$ cat config.mk
export PLATFORM = sky130hd
export DESIGN_NAME = uart_rx_fifo
export DESIGN_NICKNAME = d
export VERILOG_FILES = /design/src/rtl/uart_rx_fifo.sv
export SDC_FILE = /design/constraint.sdc
export NUM_CORES = 1
export LEC_CHECK = 0
export ABC_AREA = 1
export CORE_ASPECT_RATIO = 0.7
export CORE_UTILIZATION = 60
export CTS_CLUSTER_DIAMETER = 150
export DETAILED_ROUTE_END_ITERATION = 6
export HOLD_SLACK_MARGIN = 0.15
export PLACE_DENSITY = 0.84
export SYNTH_ARGS = -nofsm -noshare
export SYNTH_HDL_FRONTEND = slang
export SYNTH_SLANG_ARGS = --single-unit
export TNS_END_PERCENT = 1
$ cat constraint.sdc
create_clock -name clk -period 2.5 [get_ports clk]
set_input_delay 0.75 -clock clk [delete_from_list [all_inputs] [get_ports clk]]
set_output_delay 0.75 -clock clk [all_outputs]
set_load 0.01 [all_outputs]
$ cat src/rtl/uart_rx_fifo.sv
// ---------------------------------------------------------------------------
// uart_rx_fifo
//
// Purpose:
//   Receives an 8N1 UART stream on rx, checks the framing and queues the good
//   bytes in a small first-word-fall-through FIFO. A downstream consumer
//   (display or echo logic) pops bytes with rd_en.
//
// Optional feature (macro UART_RX_PARITY_EN):
//   When defined, the frame is 8E1. A PARITY state samples the extra bit
//   between DATA and STOP. Bytes with bad parity are dropped at the stop
//   decision and parity_err pulses for one cycle. When undefined, the frame is
//   8N1 and the parity_err port does not exist.
//
// Ports:
//   clk        in   system clock, rising edge
//   reset      in   synchronous, active-high reset
//   rx         in   asynchronous serial input, idles high
//   rd_en      in   pop strobe for the FIFO head, ignored while empty
//   rd_data    out  FIFO head byte, valid while empty=0 (reads 0 when empty)
//   empty      out  FIFO holds no bytes
//   full       out  FIFO holds FIFO_DEPTH bytes
//   count      out  exact FIFO occupancy
//   frame_err  out  one-cycle pulse on a bad stop bit
//   overrun    out  one-cycle pulse when a good byte is dropped (FIFO full)
//   busy       out  high while a frame is in progress (state other than IDLE)
//   parity_err out  one-cycle pulse on a parity mismatch (UART_RX_PARITY_EN)
//
// Read handshake: rd_data/empty act as a valid signal (valid = !empty).
// A pop happens on a rising edge where rd_en=1 and empty=0; rd_en while
// empty is ignored. The head advances on the cycle after the pop.
// ---------------------------------------------------------------------------
module uart_rx_fifo #(
    parameter int CLK_FREQ   = 100000000,
    parameter int BAUD       = 9600,
    parameter int OVERSAMPLE = 16,
    parameter int FIFO_DEPTH = 8
) (
    input  logic                          clk,
    input  logic                          reset,
    input  logic                          rx,
    input  logic                          rd_en,
    output logic [7:0]                    rd_data,
    output logic                          empty,
    output logic                          full,
    output logic [$clog2(FIFO_DEPTH):0]   count,
    output logic                          frame_err,
    output logic                          overrun,
    output logic                          busy
`ifdef UART_RX_PARITY_EN
    ,
    output logic                          parity_err
`endif
);

    localparam int DIV   = CLK_FREQ / (BAUD * OVERSAMPLE);
    localparam int DIV_W = (DIV > 1) ? $clog2(DIV) : 1;
    localparam int PH_W  = $clog2(OVERSAMPLE);
    localparam int AW    = $clog2(FIFO_DEPTH);
    localparam int CW    = AW + 1;

    localparam logic [DIV_W-1:0] DIV_LAST = DIV_W'(DIV - 1);
    localparam logic [PH_W-1:0]  PH_LAST  = PH_W'(OVERSAMPLE - 1);
    localparam logic [PH_W-1:0]  PH_A     = PH_W'(OVERSAMPLE / 2 - 1);
    localparam logic [PH_W-1:0]  PH_B     = PH_W'(OVERSAMPLE / 2);
    localparam logic [PH_W-1:0]  PH_C     = PH_W'(OVERSAMPLE / 2 + 1);
    localparam logic [CW-1:0]    DEPTH_C  = CW'(FIFO_DEPTH);

    typedef enum logic [2:0] {
        S_IDLE,
        S_START,
        S_DATA,
        S_PARITY,
        S_STOP,
        S_BREAK
    } state_t;

    state_t            state;
    logic              rx_meta;
    logic              rx_s;
    logic [1:0]        sync_fill;
    logic              armed;
    logic [DIV_W-1:0]  div_cnt;
    logic [PH_W-1:0]   phase;
    logic              s_a;
    logic              s_b;
    logic [7:0]        shift;
    logic [2:0]        bit_idx;
`ifdef UART_RX_PARITY_EN
    logic              par_bad;
`endif

    logic              active;
    logic              tick;
    logic              decide;
    logic              vote;
    logic              stop_ok;
    logic              push;
    logic              pop;

    logic [7:0]        mem [FIFO_DEPTH];
    logic [AW-1:0]     wr_ptr;
    logic [AW-1:0]     rd_ptr;

    // The divider and phase counter only run while a frame is being sampled.
    assign active = (state == S_START) || (state == S_DATA) ||
                    (state == S_PARITY) || (state == S_STOP);
    assign tick   = active && (div_cnt == DIV_LAST);
    assign decide = tick && (phase == PH_C);
    // Majority of the three samples around mid-bit; the third is live rx_s.
    assign vote   = (s_a & s_b) | (s_a & rx_s) | (s_b & rx_s);

`ifdef UART_RX_PARITY_EN
    assign stop_ok = (state == S_STOP) && decide && vote && !par_bad;
`else
    assign stop_ok = (state == S_STOP) && decide && vote;
`endif
    // A full FIFO still accepts the byte when the head is popped this cycle.
    assign push  = stop_ok && (!full || rd_en);
    assign pop   = rd_en && !empty;

    assign empty   = (count == '0);
    assign full    = (count == DEPTH_C);
    assign rd_data = empty ? 8'h00 : mem[rd_ptr];
    assign busy    = (state != S_IDLE);

    // Receiver: synchroniser, arming, tick/phase generation and frame FSM.
    always_ff @(posedge clk) begin
        if (reset) begin
            rx_meta   <= 1'b1;
            rx_s      <= 1'b1;
            sync_fill <= 2'b00;
            armed     <= 1'b0;
            state     <= S_IDLE;
            div_cnt   <= '0;
            phase     <= '0;
            s_a       <= 1'b1;
            s_b       <= 1'b1;
            shift     <= 8'h00;
            bit_idx   <= 3'd0;
            frame_err <= 1'b0;
            overrun   <= 1'b0;
`ifdef UART_RX_PARITY_EN
            par_bad    <= 1'b0;
            parity_err <= 1'b0;
`endif
        end else begin
            rx_meta   <= rx;
            rx_s      <= rx_meta;
            // The reset value of the synchroniser is not a real line sample,
            // so arming waits until both stages have been refilled from rx.
            // A line held low through reset therefore stays unarmed.
            sync_fill <= {sync_fill[0], 1'b1};
            if (sync_fill[1] && rx_s) begin
                armed <= 1'b1;
            end

            frame_err <= 1'b0;
            overrun   <= 1'b0;
`ifdef UART_RX_PARITY_EN
            parity_err <= 1'b0;
`endif

            // Counters sit at zero outside a frame, so leaving IDLE restarts
            // the divider aligned to the start edge.
            if (active) begin
                div_cnt <= tick ? '0 : div_cnt + DIV_W'(1);
                if (tick) begin
                    phase <= (phase == PH_LAST) ? '0 : phase + PH_W'(1);
                    if (phase == PH_A) s_a <= rx_s;
                    if (phase == PH_B) s_b <= rx_s;
                end
            end else begin
                div_cnt <= '0;
                phase   <= '0;
            end

            case (state)
                S_IDLE: begin
                    if (armed && !rx_s) begin
                        state <= S_START;
                    end
                end
                S_START: begin
                    if (decide) begin
                        // A start bit that does not hold low is a glitch.
                        state   <= vote ? S_IDLE : S_DATA;
                        bit_idx <= 3'd0;
                    end
                end
                S_DATA: begin
                    if (decide) begin
                        shift   <= {vote, shift[7:1]};
                        bit_idx <= bit_idx + 3'd1;
                        if (bit_idx == 3'd7) begin
`ifdef UART_RX_PARITY_EN
                            state <= S_PARITY;
`else
                            state <= S_STOP;
`endif
                        end
                    end
                end
`ifdef UART_RX_PARITY_EN
                S_PARITY: begin
                    if (decide) begin
                        // Even parity: data plus parity bit must XOR to 0.
                        par_bad <= ^{shift, vote};
                        state   <= S_STOP;
                    end
                end
`endif
                S_STOP: begin
                    if (decide) begin
                        if (!vote) begin
                            // Bad stop bit wins over any parity result.
                            frame_err <= 1'b1;
                            state     <= S_BREAK;
                        end else begin
`ifdef UART_RX_PARITY_EN
                            if (par_bad) parity_err <= 1'b1;
                            else
`endif
                            if (!push) overrun <= 1'b1;
                            state <= S_IDLE;
                        end
                    end
                end
                S_BREAK: begin
                    // Wait out a held-low line so it cannot retrigger frames.
                    if (rx_s) begin
                        state <= S_IDLE;
                    end
                end
                default: state <= S_IDLE;
            endcase
        end
    end

    // FIFO storage; pointers wrap naturally since the depth is a power of 2.
    always_ff @(posedge clk) begin
        if (push) begin
            mem[wr_ptr] <= shift;
        end
    end

    always_ff @(posedge clk) begin
        if (reset) begin
            wr_ptr <= '0;
            rd_ptr <= '0;
            count  <= '0;
        end else begin
            if (push) wr_ptr <= wr_ptr + AW'(1);
            if (pop)  rd_ptr <= rd_ptr + AW'(1);
            case ({push, pop})
                2'b10:   count <= count + CW'(1);
                2'b01:   count <= count - CW'(1);
                default: count <= count;
            endcase
        end
    end

endmodule

==> flow_summary.toml <==
[setup_path]
criticalPathCategory = "register to primary output"
worstRegToRegCells = 15
end_kind = "primary output"
cp-endpoint = "rd_data[6]"
rr_endpoint = "count[3]$_SDFFE_PP0P_"
critical_path.max_fanout = 5
timing.rr.start = "state[0]$_SDFFE_PP0P_"
arrival_ns = 1.93
start_kind = "register"
reg2reg_slack_ns = 0.30
cp_data_required_time_ns = 1.75

[placed_design]
gp_congestion = 0.883
placed_cells = 638
dp_hpwl_um = 7430
numPortBuffers = 20
place_ws_ns = -0.442

[synth]
synth.area.top_cells = "edfxtp_1 (39%), dfxtp_1 (20%), nor2_1 (7.5%)"
ys_seq_area_frac = 0.591
async_flop_share = 0
postSynthCellCount = 502
netlist_area_mm2 = 0.00494
synth_ff_type = "edfxtp_1"
ys_warn_count = 0
synth_seq_cells = 114
synth_top_area_frac = 0.389
netlist_top_cells_count = "nor2_1 (99), edfxtp_1 (64), dfxtp_1 (50)"
synth.net_count = 518
synth.avg_cell_area_um2 = 9.85
synth.distinct_cells = 35
yosys.area.top_type = "edfxtp_1"
synth-edff-count = 64
synth.most_common_cell = "nor2_1"

[global_routing]
grt_usage = 0.339
grt_max_degree = 33
grt_pass1_wl_um = 21700
grt_pass1_vias = 4099
antenna_found_initial = 0
overflow = 0

[cells_and_area]
diodes = 0
final_cells = 681
area_growth_pct = 28.5
drive_gt1_frac = 0.236
nets = 583
fin_util = 0.800

[power]
total_power_mw = 7.09
leakage_nw = 2.69
vdd_drop_max_v = 0.00125
power_density_mw_per_mm2 = 1110

[clock_network]
hold_buffers = 0
clock_latency_ns = 0.42
cts_tree = "built"
clk_path_buf_depth = 2
cts_made_buffers = 17
clkTransAtPathRegs_ns = 0.05
htreeDepth = 4
cts_root_buf = "clkbuf_16"
cts_num_sinks = 114

[routing]
ant_nets = 0
dr_total_vias = 4271
drc = 0
vias_per_cell = 6.27
wl_um = 14300
routedWlPerCell_um = 21.0
drt_first_pass_iters = 6
first_iter_violations = 733

[sta]
period_minus_slack_ns = 2.68
skew_ns = 0.00508
rsz0062_at_grt = "true"
setup_ws_ns = -0.179
hold_ws_ns = 0.408
worst_pin_slew_ns = 0.454
finalCritPeriodShare = 1.07
hold_viol_final = 0
setup_viol = 10
slew_violations = 0
timing.fmax_mhz = 373
relSlewSlack = 0.697

[die]
dieArea_mm2 = 0.00861
num_io_pins = 21
rows = 27
die_y_um = 77.9
core-area_mm2 = 0.00794
start_util = 0.623
die_w_um = 110

[status]
violations = "setup timing"
status = "finished with violations"

[hold_path]
hold_class = "register to register"

[run]
max-cap-violations = 0
[how the worst min path moves through the flow]
stage	end	startpoint	cells past startpoint
2_1_floorplan	sync_fill[1]$_SDFF_PP0_	sync_fill[0]$_DFF_P_	2
3_3_place_gp	rx_s$_SDFF_PP1_	rx_meta$_SDFF_PP1_	1
3_5_place_dp	sync_fill[1]$_SDFF_PP0_	sync_fill[0]$_DFF_P_	2
4_1_cts	sync_fill[1]$_SDFF_PP0_	sync_fill[0]$_DFF_P_	2
5_1_grt	rx_s$_SDFF_PP1_	rx_meta$_SDFF_PP1_	1
6_report	sync_fill[1]$_SDFF_PP0_	sync_fill[0]$_DFF_P_	2
[layout make-up]
class,count,area [um2]
clock buffers,19,433
clock inverters,13,143
fillers,415,1580
inverters,50,195
multi-input cells,322,1950
flip-flops and latches,114,2930
well taps,101,126
repair buffers,62,583
[sequential cells by signal, indices dropped and copies added (netlist names), 2 cells and up, named ones only]
name	flops
count	4
shift	8
wr_ptr	3
phase	4
div_cnt	10
rd_ptr	3
mem	64
bit_idx	3
state	3
sync_fill	2
[power breakdown]
group	switching [mW]	internal [mW]	leakage, nW	total (mW)
Combinational	1.50	1.05	1.26	2.55
Sequential	0.0980	2.05	1.15	2.14
Clock	0.847	1.54	0.281	2.39
[repair_timing]
action,4_1_cts,5_1_grt
endpoints found under the setup margin,11,13
pin swaps,22,13
hold endpoints to repair,0,0
setup buffers,4,5
gates cloned,3,0
gates resized for setup,75,24
[placed cells by master (no fill, tap or decap), drive strengths merged]
cell type      synthesis  routed
or2                    2       2
a211oi                 1       1
dlygate4sd2            0       1
clkbuf                13      19
o32ai                 16      16
nor2                 104     104
buf                    3      50
clkdlybuf4s50          0      11
o21bai                 1       1
nand4                  9       9
o21ai                 46      46
xnor2                  2       2
nand2                 48      48
xor2                   4       4
dfxtp                 50      50
edfxtp                64      64
inv                   50      50
clkinvlp               0       2
ha                    12      12
nor3b                  3       3
clkinv                 0       8
a21oi                 24      24
nor3                  21      21
nand3                 27      27
nor4                   1       1
bufinv                 0       3
o211ai                 1       1
[kinds of logic (layout without fill, tap and decap cells)]
logic type | count (synthesis) | count (layout) | synth area share
AO/OA/AOI/OAI | 89 | 89 | 0.109
XOR/XNOR | 6 | 6 | 0.0106
AND/OR/NAND/NOR | 215 | 215 | 0.205
flip-flops | 114 | 114 | 0.591
buffers and inverters | 66 | 144 | 0.0539
adder cells (fa/ha/maj) | 12 | 12 | 0.0304
[metal layers]
layer / GRT usage / part of all wire
met5: 0 / 0
met4: 0.165 / 0.044
met3: 0.114 / 0.12
met2: 0.539 / 0.47
met1: 0.419 / 0.36
[worst max-delay path, stage by stage (launching register included)]
cell     delay [ns]
dfxtp_4        0.38
buf_12         0.13
buf_8          0.13
buf_6          0.13
o21ai_2        0.24
o32ai_4        0.14
o21ai_1        0.16
nor2_1         0.06
buf_2          0.14
[stage by stage]
stage / TNS [ns] / cell area (um2)
2_1_floorplan: 0 / 4940
3_3_place_gp: -3.47 / 5460
3_5_place_dp: -11.31 / 5460
4_1_cts: -0.330 / 6250
5_1_grt: -1.74 / 6350
6_report: -1.13 / 6350
Note: power is estimated with default switching activity, not from simulation.
